**src/rtl/instruction_decode_if.sv**
```systemverilog
// ID-stage bus bundle: IF/ID inputs, hazard feedback, writeback port,
// fetch-control outputs and the ID/EX pipeline register fields.
interface instruction_decode_if #(
  parameter int XLEN = 32
);
  logic [XLEN-1:0] IF_ID_pc;
  logic [31:0]     IF_ID_inst;
  logic            ID_EX_mem_read_i;
  logic            ID_EX_reg_write_i;
  logic [4:0]      ID_EX_rd_i;
  logic            EX_MEM_mem_read;
  logic            EX_MEM_reg_write;
  logic [4:0]      EX_MEM_rd;
  logic [XLEN-1:0] EX_MEM_alu_result;
  logic            wb_reg_write;
  logic [4:0]      wb_rd;
  logic [XLEN-1:0] wb_data;

  logic            pc_write;
  logic            IF_ID_write;
  logic            IF_flush;
  logic            pc_src;
  logic [XLEN-1:0] pc_branch;
  logic [XLEN-1:0] ID_EX_rs1_data;
  logic [XLEN-1:0] ID_EX_rs2_data;
  logic [XLEN-1:0] ID_EX_imm;
  logic [4:0]      ID_EX_rs1;
  logic [4:0]      ID_EX_rs2;
  logic [4:0]      ID_EX_rd;
  logic [1:0]      ID_EX_alu_ctrl;
  logic            ID_EX_alu_src;
  logic            ID_EX_mem_read;
  logic            ID_EX_mem_write;
  logic            ID_EX_reg_write;
  logic            ID_EX_mem_to_reg;

  // Pipeline side: drives IF/ID, hazard feedback and writeback.
  modport master (
    output IF_ID_pc, IF_ID_inst, ID_EX_mem_read_i, ID_EX_reg_write_i, ID_EX_rd_i,
           EX_MEM_mem_read, EX_MEM_reg_write, EX_MEM_rd, EX_MEM_alu_result,
           wb_reg_write, wb_rd, wb_data,
    input  pc_write, IF_ID_write, IF_flush, pc_src, pc_branch,
           ID_EX_rs1_data, ID_EX_rs2_data, ID_EX_imm, ID_EX_rs1, ID_EX_rs2, ID_EX_rd,
           ID_EX_alu_ctrl, ID_EX_alu_src, ID_EX_mem_read, ID_EX_mem_write,
           ID_EX_reg_write, ID_EX_mem_to_reg
  );

  // Decode stage side.
  modport slave (
    input  IF_ID_pc, IF_ID_inst, ID_EX_mem_read_i, ID_EX_reg_write_i, ID_EX_rd_i,
           EX_MEM_mem_read, EX_MEM_reg_write, EX_MEM_rd, EX_MEM_alu_result,
           wb_reg_write, wb_rd, wb_data,
    output pc_write, IF_ID_write, IF_flush, pc_src, pc_branch,
           ID_EX_rs1_data, ID_EX_rs2_data, ID_EX_imm, ID_EX_rs1, ID_EX_rs2, ID_EX_rd,
           ID_EX_alu_ctrl, ID_EX_alu_src, ID_EX_mem_read, ID_EX_mem_write,
           ID_EX_reg_write, ID_EX_mem_to_reg
  );
endinterface

```
**src/rtl/instruction_decode.sv**
```systemverilog
// RISC-V ID stage: register file, control decode, immediates, hazard detection,
// beq resolution and ID/EX register. Define BRANCH_FWD_EN to forward EX/MEM ALU results into beq.
module instruction_decode #(
  parameter int XLEN = 32,
  parameter int NREG = 32
) (
  input logic                 clk,
  input logic                 reset_n,
  instruction_decode_if.slave bus
);

`ifdef BRANCH_FWD_EN
  localparam bit BranchFwd = 1'b1;
`else
  localparam bit BranchFwd = 1'b0;
`endif

  typedef enum logic [6:0] {
    OP_R   = 7'b0110011,
    OP_I   = 7'b0010011,
    OP_LD  = 7'b0000011,
    OP_ST  = 7'b0100011,
    OP_BEQ = 7'b1100011
  } opcode_e;

  typedef struct packed {
    logic [1:0] alu_ctrl;
    logic       alu_src;
    logic       mem_read;
    logic       mem_write;
    logic       reg_write;
    logic       mem_to_reg;
  } ctrl_t;

  typedef struct packed {
    logic [XLEN-1:0] rs1_data;
    logic [XLEN-1:0] rs2_data;
    logic [XLEN-1:0] imm;
    logic [4:0]      rs1;
    logic [4:0]      rs2;
    logic [4:0]      rd;
    ctrl_t           ctrl;
  } id_ex_t;

  logic [XLEN-1:0] r_regs [NREG];
  id_ex_t          r_id_ex;

  logic [6:0]      w_opcode;
  logic [2:0]      w_funct3;
  logic [4:0]      w_rs1, w_rs2, w_rd;
  logic [XLEN-1:0] w_imm_i, w_imm_s, w_imm_b, w_imm;
  ctrl_t           w_ctrl;
  logic            w_uses_rs2, w_is_beq;
  logic [XLEN-1:0] w_rs1_val, w_rs2_val, w_cmp1, w_cmp2;
  logic            w_exm_hit1, w_exm_hit2, w_fwd_ok;
  logic            w_load_use, w_branch_stall, w_stall, w_taken;

  assign w_opcode = bus.IF_ID_inst[6:0];
  assign w_funct3 = bus.IF_ID_inst[14:12];
  assign w_rd     = bus.IF_ID_inst[11:7];
  assign w_rs1    = bus.IF_ID_inst[19:15];
  assign w_rs2    = bus.IF_ID_inst[24:20];

  assign w_imm_i = {{(XLEN-12){bus.IF_ID_inst[31]}}, bus.IF_ID_inst[31:20]};
  assign w_imm_s = {{(XLEN-12){bus.IF_ID_inst[31]}}, bus.IF_ID_inst[31:25], bus.IF_ID_inst[11:7]};
  assign w_imm_b = {{(XLEN-13){bus.IF_ID_inst[31]}}, bus.IF_ID_inst[31], bus.IF_ID_inst[7],
                    bus.IF_ID_inst[30:25], bus.IF_ID_inst[11:8], 1'b0};

  // NOTE: every signal written in a combinational block gets a default first,
  // so no path through the case can leave it unassigned and infer a latch.
  always_comb begin
    w_ctrl     = '0;
    w_imm      = '0;
    w_uses_rs2 = 1'b0;
    w_is_beq   = 1'b0;
    case (w_opcode)
      OP_R: begin
        w_uses_rs2         = 1'b1;
        w_ctrl.reg_write   = 1'b1;
        case (w_funct3)
          3'b111:  w_ctrl.alu_ctrl = 2'b10;
          3'b110:  w_ctrl.alu_ctrl = 2'b11;
          default: w_ctrl.alu_ctrl = bus.IF_ID_inst[30] ? 2'b01 : 2'b00;
        endcase
      end
      OP_I: begin
        w_imm            = w_imm_i;
        w_ctrl.alu_src   = 1'b1;
        w_ctrl.reg_write = 1'b1;
      end
      OP_LD: begin
        w_imm             = w_imm_i;
        w_ctrl.alu_src    = 1'b1;
        w_ctrl.mem_read   = 1'b1;
        w_ctrl.reg_write  = 1'b1;
        w_ctrl.mem_to_reg = 1'b1;
      end
      OP_ST: begin
        w_imm            = w_imm_s;
        w_uses_rs2       = 1'b1;
        w_ctrl.alu_src   = 1'b1;
        w_ctrl.mem_write = 1'b1;
      end
      OP_BEQ: begin
        w_imm           = w_imm_b;
        w_uses_rs2      = 1'b1;
        w_is_beq        = 1'b1;
        w_ctrl.alu_ctrl = 2'b01;
      end
      default: ;
    endcase
  end

  // Register file reads: x0 is zero, a same-cycle writeback is bypassed through.
  always_comb begin
    w_rs1_val = r_regs[w_rs1];
    w_rs2_val = r_regs[w_rs2];
    if (w_rs1 == 5'd0)
      w_rs1_val = '0;
    else if (bus.wb_reg_write && bus.wb_rd == w_rs1)
      w_rs1_val = bus.wb_data;
    if (w_rs2 == 5'd0)
      w_rs2_val = '0;
    else if (bus.wb_reg_write && bus.wb_rd == w_rs2)
      w_rs2_val = bus.wb_data;
  end

  // NOTE: the register file is reset explicitly because architectural state must
  // read as zero after reset; this keeps it in flops rather than a RAM macro.
  always_ff @(posedge clk or negedge reset_n) begin
    if (!reset_n) begin
      for (int i = 0; i < NREG; i++) r_regs[i] <= '0;
    end else if (bus.wb_reg_write && bus.wb_rd != 5'd0) begin
      r_regs[bus.wb_rd] <= bus.wb_data;
    end
  end

  assign w_load_use = bus.ID_EX_mem_read_i && bus.ID_EX_rd_i != 5'd0 &&
                      (bus.ID_EX_rd_i == w_rs1 || (w_uses_rs2 && bus.ID_EX_rd_i == w_rs2));

  assign w_exm_hit1 = bus.EX_MEM_reg_write && bus.EX_MEM_rd != 5'd0 && bus.EX_MEM_rd == w_rs1;
  assign w_exm_hit2 = bus.EX_MEM_reg_write && bus.EX_MEM_rd != 5'd0 && bus.EX_MEM_rd == w_rs2;
  // A load in MEM has no value yet, so it can never be forwarded.
  assign w_fwd_ok   = BranchFwd && !bus.EX_MEM_mem_read;

  assign w_branch_stall = w_is_beq && (
      (bus.ID_EX_reg_write_i && bus.ID_EX_rd_i != 5'd0 &&
       (bus.ID_EX_rd_i == w_rs1 || bus.ID_EX_rd_i == w_rs2)) ||
      ((w_exm_hit1 || w_exm_hit2) && !w_fwd_ok));

  assign w_stall = w_load_use || w_branch_stall;

  assign w_cmp1  = (w_exm_hit1 && w_fwd_ok) ? bus.EX_MEM_alu_result : w_rs1_val;
  assign w_cmp2  = (w_exm_hit2 && w_fwd_ok) ? bus.EX_MEM_alu_result : w_rs2_val;
  assign w_taken = w_is_beq && !w_stall && (w_cmp1 == w_cmp2);

  assign bus.pc_write    = !w_stall;
  assign bus.IF_ID_write = !w_stall;
  assign bus.pc_src      = w_taken;
  assign bus.IF_flush    = w_taken;
  assign bus.pc_branch   = bus.IF_ID_pc + w_imm_b;

  // NOTE: sequential state uses non-blocking assignments so every flop samples
  // the pre-edge values regardless of statement order.
  always_ff @(posedge clk or negedge reset_n) begin
    if (!reset_n) begin
      r_id_ex <= '0;
    end else begin
      r_id_ex.rs1_data <= w_rs1_val;
      r_id_ex.rs2_data <= w_rs2_val;
      r_id_ex.imm      <= w_imm;
      r_id_ex.rs1      <= w_rs1;
      r_id_ex.rs2      <= w_rs2;
      r_id_ex.rd       <= w_rd;
      r_id_ex.ctrl     <= w_stall ? ctrl_t'('0) : w_ctrl;
    end
  end

  assign bus.ID_EX_rs1_data   = r_id_ex.rs1_data;
  assign bus.ID_EX_rs2_data   = r_id_ex.rs2_data;
  assign bus.ID_EX_imm        = r_id_ex.imm;
  assign bus.ID_EX_rs1        = r_id_ex.rs1;
  assign bus.ID_EX_rs2        = r_id_ex.rs2;
  assign bus.ID_EX_rd         = r_id_ex.rd;
  assign bus.ID_EX_alu_ctrl   = r_id_ex.ctrl.alu_ctrl;
  assign bus.ID_EX_alu_src    = r_id_ex.ctrl.alu_src;
  assign bus.ID_EX_mem_read   = r_id_ex.ctrl.mem_read;
  assign bus.ID_EX_mem_write  = r_id_ex.ctrl.mem_write;
  assign bus.ID_EX_reg_write  = r_id_ex.ctrl.reg_write;
  assign bus.ID_EX_mem_to_reg = r_id_ex.ctrl.mem_to_reg;

endmodule

```
**src/flat_wrapper.sv**
```systemverilog
// flat-port wrapper written by rule: the top's interface ports become plain ports
module instruction_decode_flat 
#(
  parameter int XLEN = 32,
  parameter int NREG = 32
)
  (clk, reset_n, bus_IF_ID_pc, bus_IF_ID_inst, bus_ID_EX_mem_read_i, bus_ID_EX_reg_write_i, bus_ID_EX_rd_i, bus_EX_MEM_mem_read, bus_EX_MEM_reg_write, bus_EX_MEM_rd, bus_EX_MEM_alu_result, bus_wb_reg_write, bus_wb_rd, bus_wb_data, bus_pc_write, bus_IF_ID_write, bus_IF_flush, bus_pc_src, bus_pc_branch, bus_ID_EX_rs1_data, bus_ID_EX_rs2_data, bus_ID_EX_imm, bus_ID_EX_rs1, bus_ID_EX_rs2, bus_ID_EX_rd, bus_ID_EX_alu_ctrl, bus_ID_EX_alu_src, bus_ID_EX_mem_read, bus_ID_EX_mem_write, bus_ID_EX_reg_write, bus_ID_EX_mem_to_reg);
  instruction_decode_if #(.XLEN(XLEN)) bus_i ();
  input logic clk;
  input logic reset_n;
  input wire logic [$bits(bus_i.IF_ID_pc)-1:0] bus_IF_ID_pc;
  input wire logic [$bits(bus_i.IF_ID_inst)-1:0] bus_IF_ID_inst;
  input wire logic [$bits(bus_i.ID_EX_mem_read_i)-1:0] bus_ID_EX_mem_read_i;
  input wire logic [$bits(bus_i.ID_EX_reg_write_i)-1:0] bus_ID_EX_reg_write_i;
  input wire logic [$bits(bus_i.ID_EX_rd_i)-1:0] bus_ID_EX_rd_i;
  input wire logic [$bits(bus_i.EX_MEM_mem_read)-1:0] bus_EX_MEM_mem_read;
  input wire logic [$bits(bus_i.EX_MEM_reg_write)-1:0] bus_EX_MEM_reg_write;
  input wire logic [$bits(bus_i.EX_MEM_rd)-1:0] bus_EX_MEM_rd;
  input wire logic [$bits(bus_i.EX_MEM_alu_result)-1:0] bus_EX_MEM_alu_result;
  input wire logic [$bits(bus_i.wb_reg_write)-1:0] bus_wb_reg_write;
  input wire logic [$bits(bus_i.wb_rd)-1:0] bus_wb_rd;
  input wire logic [$bits(bus_i.wb_data)-1:0] bus_wb_data;
  output wire logic [$bits(bus_i.pc_write)-1:0] bus_pc_write;
  output wire logic [$bits(bus_i.IF_ID_write)-1:0] bus_IF_ID_write;
  output wire logic [$bits(bus_i.IF_flush)-1:0] bus_IF_flush;
  output wire logic [$bits(bus_i.pc_src)-1:0] bus_pc_src;
  output wire logic [$bits(bus_i.pc_branch)-1:0] bus_pc_branch;
  output wire logic [$bits(bus_i.ID_EX_rs1_data)-1:0] bus_ID_EX_rs1_data;
  output wire logic [$bits(bus_i.ID_EX_rs2_data)-1:0] bus_ID_EX_rs2_data;
  output wire logic [$bits(bus_i.ID_EX_imm)-1:0] bus_ID_EX_imm;
  output wire logic [$bits(bus_i.ID_EX_rs1)-1:0] bus_ID_EX_rs1;
  output wire logic [$bits(bus_i.ID_EX_rs2)-1:0] bus_ID_EX_rs2;
  output wire logic [$bits(bus_i.ID_EX_rd)-1:0] bus_ID_EX_rd;
  output wire logic [$bits(bus_i.ID_EX_alu_ctrl)-1:0] bus_ID_EX_alu_ctrl;
  output wire logic [$bits(bus_i.ID_EX_alu_src)-1:0] bus_ID_EX_alu_src;
  output wire logic [$bits(bus_i.ID_EX_mem_read)-1:0] bus_ID_EX_mem_read;
  output wire logic [$bits(bus_i.ID_EX_mem_write)-1:0] bus_ID_EX_mem_write;
  output wire logic [$bits(bus_i.ID_EX_reg_write)-1:0] bus_ID_EX_reg_write;
  output wire logic [$bits(bus_i.ID_EX_mem_to_reg)-1:0] bus_ID_EX_mem_to_reg;
  assign bus_i.IF_ID_pc = bus_IF_ID_pc;
  assign bus_i.IF_ID_inst = bus_IF_ID_inst;
  assign bus_i.ID_EX_mem_read_i = bus_ID_EX_mem_read_i;
  assign bus_i.ID_EX_reg_write_i = bus_ID_EX_reg_write_i;
  assign bus_i.ID_EX_rd_i = bus_ID_EX_rd_i;
  assign bus_i.EX_MEM_mem_read = bus_EX_MEM_mem_read;
  assign bus_i.EX_MEM_reg_write = bus_EX_MEM_reg_write;
  assign bus_i.EX_MEM_rd = bus_EX_MEM_rd;
  assign bus_i.EX_MEM_alu_result = bus_EX_MEM_alu_result;
  assign bus_i.wb_reg_write = bus_wb_reg_write;
  assign bus_i.wb_rd = bus_wb_rd;
  assign bus_i.wb_data = bus_wb_data;
  assign bus_pc_write = bus_i.pc_write;
  assign bus_IF_ID_write = bus_i.IF_ID_write;
  assign bus_IF_flush = bus_i.IF_flush;
  assign bus_pc_src = bus_i.pc_src;
  assign bus_pc_branch = bus_i.pc_branch;
  assign bus_ID_EX_rs1_data = bus_i.ID_EX_rs1_data;
  assign bus_ID_EX_rs2_data = bus_i.ID_EX_rs2_data;
  assign bus_ID_EX_imm = bus_i.ID_EX_imm;
  assign bus_ID_EX_rs1 = bus_i.ID_EX_rs1;
  assign bus_ID_EX_rs2 = bus_i.ID_EX_rs2;
  assign bus_ID_EX_rd = bus_i.ID_EX_rd;
  assign bus_ID_EX_alu_ctrl = bus_i.ID_EX_alu_ctrl;
  assign bus_ID_EX_alu_src = bus_i.ID_EX_alu_src;
  assign bus_ID_EX_mem_read = bus_i.ID_EX_mem_read;
  assign bus_ID_EX_mem_write = bus_i.ID_EX_mem_write;
  assign bus_ID_EX_reg_write = bus_i.ID_EX_reg_write;
  assign bus_ID_EX_mem_to_reg = bus_i.ID_EX_mem_to_reg;
  instruction_decode #(.XLEN(XLEN), .NREG(NREG)) u_core (.clk(clk), .reset_n(reset_n), .bus(bus_i));
endmodule
```
**config.mk**
```make
export PLATFORM = sky130hd
export DESIGN_NAME = instruction_decode_flat
export DESIGN_NICKNAME = d
export VERILOG_FILES = /design/src/rtl/instruction_decode_if.sv /design/src/rtl/instruction_decode.sv /design/src/flat_wrapper.sv
export SDC_FILE = /design/constraint.sdc
export NUM_CORES = 2
export LEC_CHECK = 0
export BUFFER_PORTS_ARGS = -buffer_cell sky130_fd_sc_hd__buf_2
export CAP_MARGIN = 20
export CORE_MARGIN = 5
export CORE_UTILIZATION = 45
export CTS_CLUSTER_SIZE = 8
export DETAILED_ROUTE_END_ITERATION = 6
export RECOVER_POWER = 100
export REMOVE_ABC_BUFFERS = 1
export SLEW_MARGIN = 25
export SYNTH_ARGS = -nofsm -noshare
export SYNTH_HDL_FRONTEND = slang
export SYNTH_SLANG_ARGS = --single-unit
export TNS_END_PERCENT = 100
```
**constraint.sdc**
```tcl
create_clock -name clk -period 4.95 [get_ports clk]
set_input_delay 0.99 -clock clk [delete_from_list [all_inputs] [get_ports clk]]
set_output_delay 0.99 -clock clk [all_outputs]
set_load 0.05 [all_outputs]
```
==> results_dict.tcl <==
set metrics [dict create \
    cts_buffers 159 \
    maxSlewViolCount 0 \
    area_of_combinational_cells_with_multiple_inputs_mm2 0.0302 \
    final_period_demand_of_the_worst_path_ns 5.72 \
    timing.critical_path.fanout_max 8 \
    drt-pass1-iter-count 7 \
    detailed_place_hpwl_mm 130 \
    yosys_warnings 0 \
    share_seq_of_total_power 0.418 \
    overflow 0 \
    maxClockFrequency_mhz 175 \
    worst_path_class_setup "in -> out" \
    synth.cell_area_mm2 0.0600 \
    nets 4645 \
    numClockSinks 1122 \
    io_pins 304 \
    clock_power_share 0.341 \
    clock_tree_from_tritoncts "done" \
    drc 0 \
    critPathRequiredTime_ns 3.96 \
    power_switching_w 0.00851 \
    num_vias 40300 \
    grt_usage 0.295 \
    netlist-cell-type-count 83 \
    ctsHtreeMaxLevel 4 \
    irDropWorstVdd_mv 0.330 \
    fin_worst_hold_slack_ns 0.283 \
    synth_edf_count 0 \
    startpoint_type "input pin" \
    worst_hold_path_type "in -> async" \
    setup_viol_count_final 2 \
    portBuffers 268 \
    fp.coreArea_mm2 0.133 \
    seq_area_frac_synth 0.468 \
    final_layout_size_suffix_gt1_frac 0.577 \
    worstPathArrival_ns 4.73 \
    status "finished with violations" \
    final_critical_path_setup_slack_ns -0.773 \
    synth.avg_cell_area_um2 15.1 \
    die_area_mm2 0.141 \
    floorplan.die.height_um 375 \
    hold_viol_final 0 \
    setup_repair_after_global_routing_missed_its_margin "true" \
    start_util 0.451 \
    fill_cells 11000 \
    dpl_cell_area_mm2 0.0662 \
    violations "setup timing" \
    totalWireLength_mm 209 \
    crit_path_end_kind "primary output" \
    ys_async_sr_fraction 1.00 \
    combPwrFrac 0.241 \
    postSynthCellCount 3979 \
    total_negative_setup_slacks_ns -1.55 \
    placed_cells 6044 \
    postRouteAntennaNets 0 \
    initialDrtViolationCount 3578 \
    number_of_global_route_vias_before_repair 41300 \
    finish.instance_area_mm2 0.0712 \
    cts.root.buffer_cell "clkbuf_16" \
    count_of_max_cap_constraint_violations 0 \
    die_w_um 375 \
    post_cts_hold_buffer_count 0 \
    layout_worst_path_cycle_share 1.16 \
    power.switching_fraction 0.294 \
    antenna_found_initial 7 \
    final_util 0.536 \
    grt_start_max_net_pins 127 \
    grt_first_pass_wirelength_mm 302 \
    layout.area.seq_mm2 0.0281 \
    worst_pin_slew_ns 1.08 \
    finish.cell_count_without_fillers 6256 \
    yosys_most_used_dff "dfrtp_1" \
    clk_pin_slew_worst_paths_ns 0.05 \
    clock_insertion_delay_worst_skew_ns 0.78 \
    clockBufferDepth 3 \
    fin_worst_skew_ns 0.0405 \
    avgViaCountPerCell 6.44 \
    placementRows 134 \
    max-slew-margin-rel 0.280 \
    area_growth_pct 18.7 \
    power_density_mw_per_mm2 407 \
    wl_per_cell_um 33.3 \
    synth-seq-cells 1122 \
    internal_power_w 0.0205 \
    total_leakage_power_nw 31.4 \
    gp_routability_congestion 0.901 \
]
## metal layers
layer	wire, um	GRT usage
met1	85800	0.404
met4	10300	0.124
met2	96500	0.458
met5	25	0
met3	16000	0.0652
## critical path, stage by stage
cell and delay (ns):
bufbuf_16 0.29, buf_8 0.17, xnor2_2 0.14, and4_1 0.24, a21oi_2 0.38, buf_4 0.27, a311oi_2 0.13, xor2_1 0.17
nand3b_1 0.16, nor4b_4 0.37, buf_4 0.19, nand4_1 0.07, or4b_4 0.55, nor4b_4 0.25, buf_6 0.17, buf_8 0.15
## state kept, by name, indices dropped and copies added (netlist names)
register,flops
u_core.bus.ID_EX_reg_write,1
u_core.bus.ID_EX_rd,5
u_core.r_regs,1024
u_core.bus.ID_EX_rs1_data,32
u_core.bus.ID_EX_imm,13
u_core.bus.ID_EX_rs2,5
u_core.bus.ID_EX_mem_read,1
u_core.bus.ID_EX_mem_write,1
u_core.bus.ID_EX_alu_src,1
u_core.bus.ID_EX_rs2_data,32
u_core.bus.ID_EX_alu_ctrl,2
u_core.bus.ID_EX_rs1,5
## cells in the mapped netlist, types with 6 or more instances
| cell type | number | area share |
|---|---|---|
| or4_1 | 6 | 0.00075 |
| a21oi_1 | 69 | 0.0058 |
| nand2_1 | 81 | 0.0051 |
| xor2_1 | 30 | 0.0044 |
| buf_2 | 54 | 0.0045 |
| nand3b_1 | 11 | 0.0014 |
| nand4_1 | 10 | 0.0010 |
| a221o_1 | 23 | 0.0038 |
| o21ai_0 | 36 | 0.0030 |
| dfrtp_1 | 1122 | 0.47 |
| nor2b_1 | 48 | 0.0050 |
| a211oi_1 | 50 | 0.0063 |
| ha_1 | 30 | 0.0063 |
| xnor2_1 | 59 | 0.0086 |
| mux2_2 | 1012 | 0.19 |
| buf_6 | 24 | 0.0045 |
| nand3_1 | 35 | 0.0029 |
| o22ai_1 | 19 | 0.0020 |
| clkbuf_1 | 242 | 0.015 |
| nor3_1 | 27 | 0.0023 |
| o221ai_1 | 6 | 0.00088 |
| a32oi_1 | 10 | 0.0015 |
| mux4_2 | 558 | 0.21 |
| nor2_1 | 53 | 0.0033 |
| o21bai_1 | 6 | 0.00075 |
| a21o_1 | 14 | 0.0018 |
| buf_1 | 73 | 0.0046 |
| a22oi_1 | 26 | 0.0033 |
| mux2i_1 | 70 | 0.012 |
| a31oi_1 | 13 | 0.0014 |
| nand2b_1 | 7 | 0.00073 |
| inv_1 | 15 | 0.00094 |
| buf_4 | 41 | 0.0051 |
| and3_1 | 6 | 0.00063 |
## placed cells by master, fill, tap and decap left out, drive strengths merged, types with 7 or more instances in the layout
cell type | netlist | layout
nand4 | 11 | 11
a22oi | 26 | 26
a32oi | 10 | 10
a31oi | 13 | 13
mux2i | 70 | 70
nand2b | 7 | 7
dfrtp | 1122 | 1122
clkinv | 2 | 10
or2 | 8 | 8
xor2 | 30 | 30
a221o | 23 | 23
xnor2 | 59 | 59
nor2 | 54 | 54
nand3 | 35 | 35
a211oi | 50 | 50
nand2 | 81 | 81
nor3 | 28 | 28
mux2 | 1014 | 1014
nor2b | 48 | 48
buf | 198 | 753
o22ai | 19 | 19
mux4 | 558 | 558
ha | 30 | 30
inv | 15 | 23
clkbuf | 242 | 177
a21o | 14 | 14
a21oi | 70 | 70
o21ai | 41 | 41
nand3b | 11 | 11
## layout make-up
type,instances,share of cell area
Antenna cell,1,0.0000351
Sequential cell,1122,0.394
Clock inverter,16,0.00371
Multi-Input combinational cell,2400,0.424
Inverter,17,0.000896
Clock buffer,168,0.0566
Tap cell,1768,0.0311
Timing Repair Buffer,764,0.0899
## power groups by stage
stage / Combinational, W / Sequential, W / Clock, W
after floorplan: 0.00410 / 0.0122 / 0
after global routing: 0.00740 / 0.0123 / 0.0104
after detailed placement: 0.00685 / 0.0122 / 0
after CTS: 0.00697 / 0.0121 / 0.0100
final: 0.00699 / 0.0121 / 0.00987
after global placement: 0.00675 / 0.0121 / 0
## kinds of logic after synthesis
| family | share of synthesized area |
|---|---|
| xor+xnor | 0.0130 |
| simple gates | 0.0281 |
| compound gates | 0.0367 |
| mux | 0.411 |
| flops | 0.468 |
| buf+inv | 0.0366 |
| fa+ha+maj | 0.00659 |
## worst paths after layout
| kind | cells past startpoint | to | slack (ns) | from |
|---|---|---|---|---|
| worst max-delay path | 16 | bus_IF_flush | -0.77 | bus_IF_ID_inst[20] |
| worst min-delay path | 1 | u_core.bus.ID_EX_rs1[1] | 0.28 | reset_n |
| worst max register to register | 6 | u_core.bus.ID_EX_rs2_data[7] | 2.63 | u_core.r_regs[39] |
| worst min register to register | 0 | u_core.r_regs[1020] | 0.39 | u_core.r_regs[1020] |
| max in group asynchronous | 2 | u_core.r_regs[823] | 3.44 | reset_n |
| min in group clk | 1 | u_core.bus.ID_EX_rd[4] | 0.38 | bus_IF_ID_inst[11] |
## per-stage QoR
step	total power (W)	worst slack [ns]
4_1_cts	0.0291	-0.737
6_report	0.0290	-0.773
3_3_place_gp	0.0189	-1.35
2_1_floorplan	0.0163	-2.28
3_5_place_dp	0.0190	-1.36
5_1_grt	0.0301	-0.835
## repair_timing
action | 4_1_cts | 5_1_grt
resized for setup | 64 | 24
setup buffers | 18 | 2
cloned | 5 | 2
setup endpoints to repair | 5 | 7
pin swaps | 14 | 10
(Power assumes the default switching activity.)
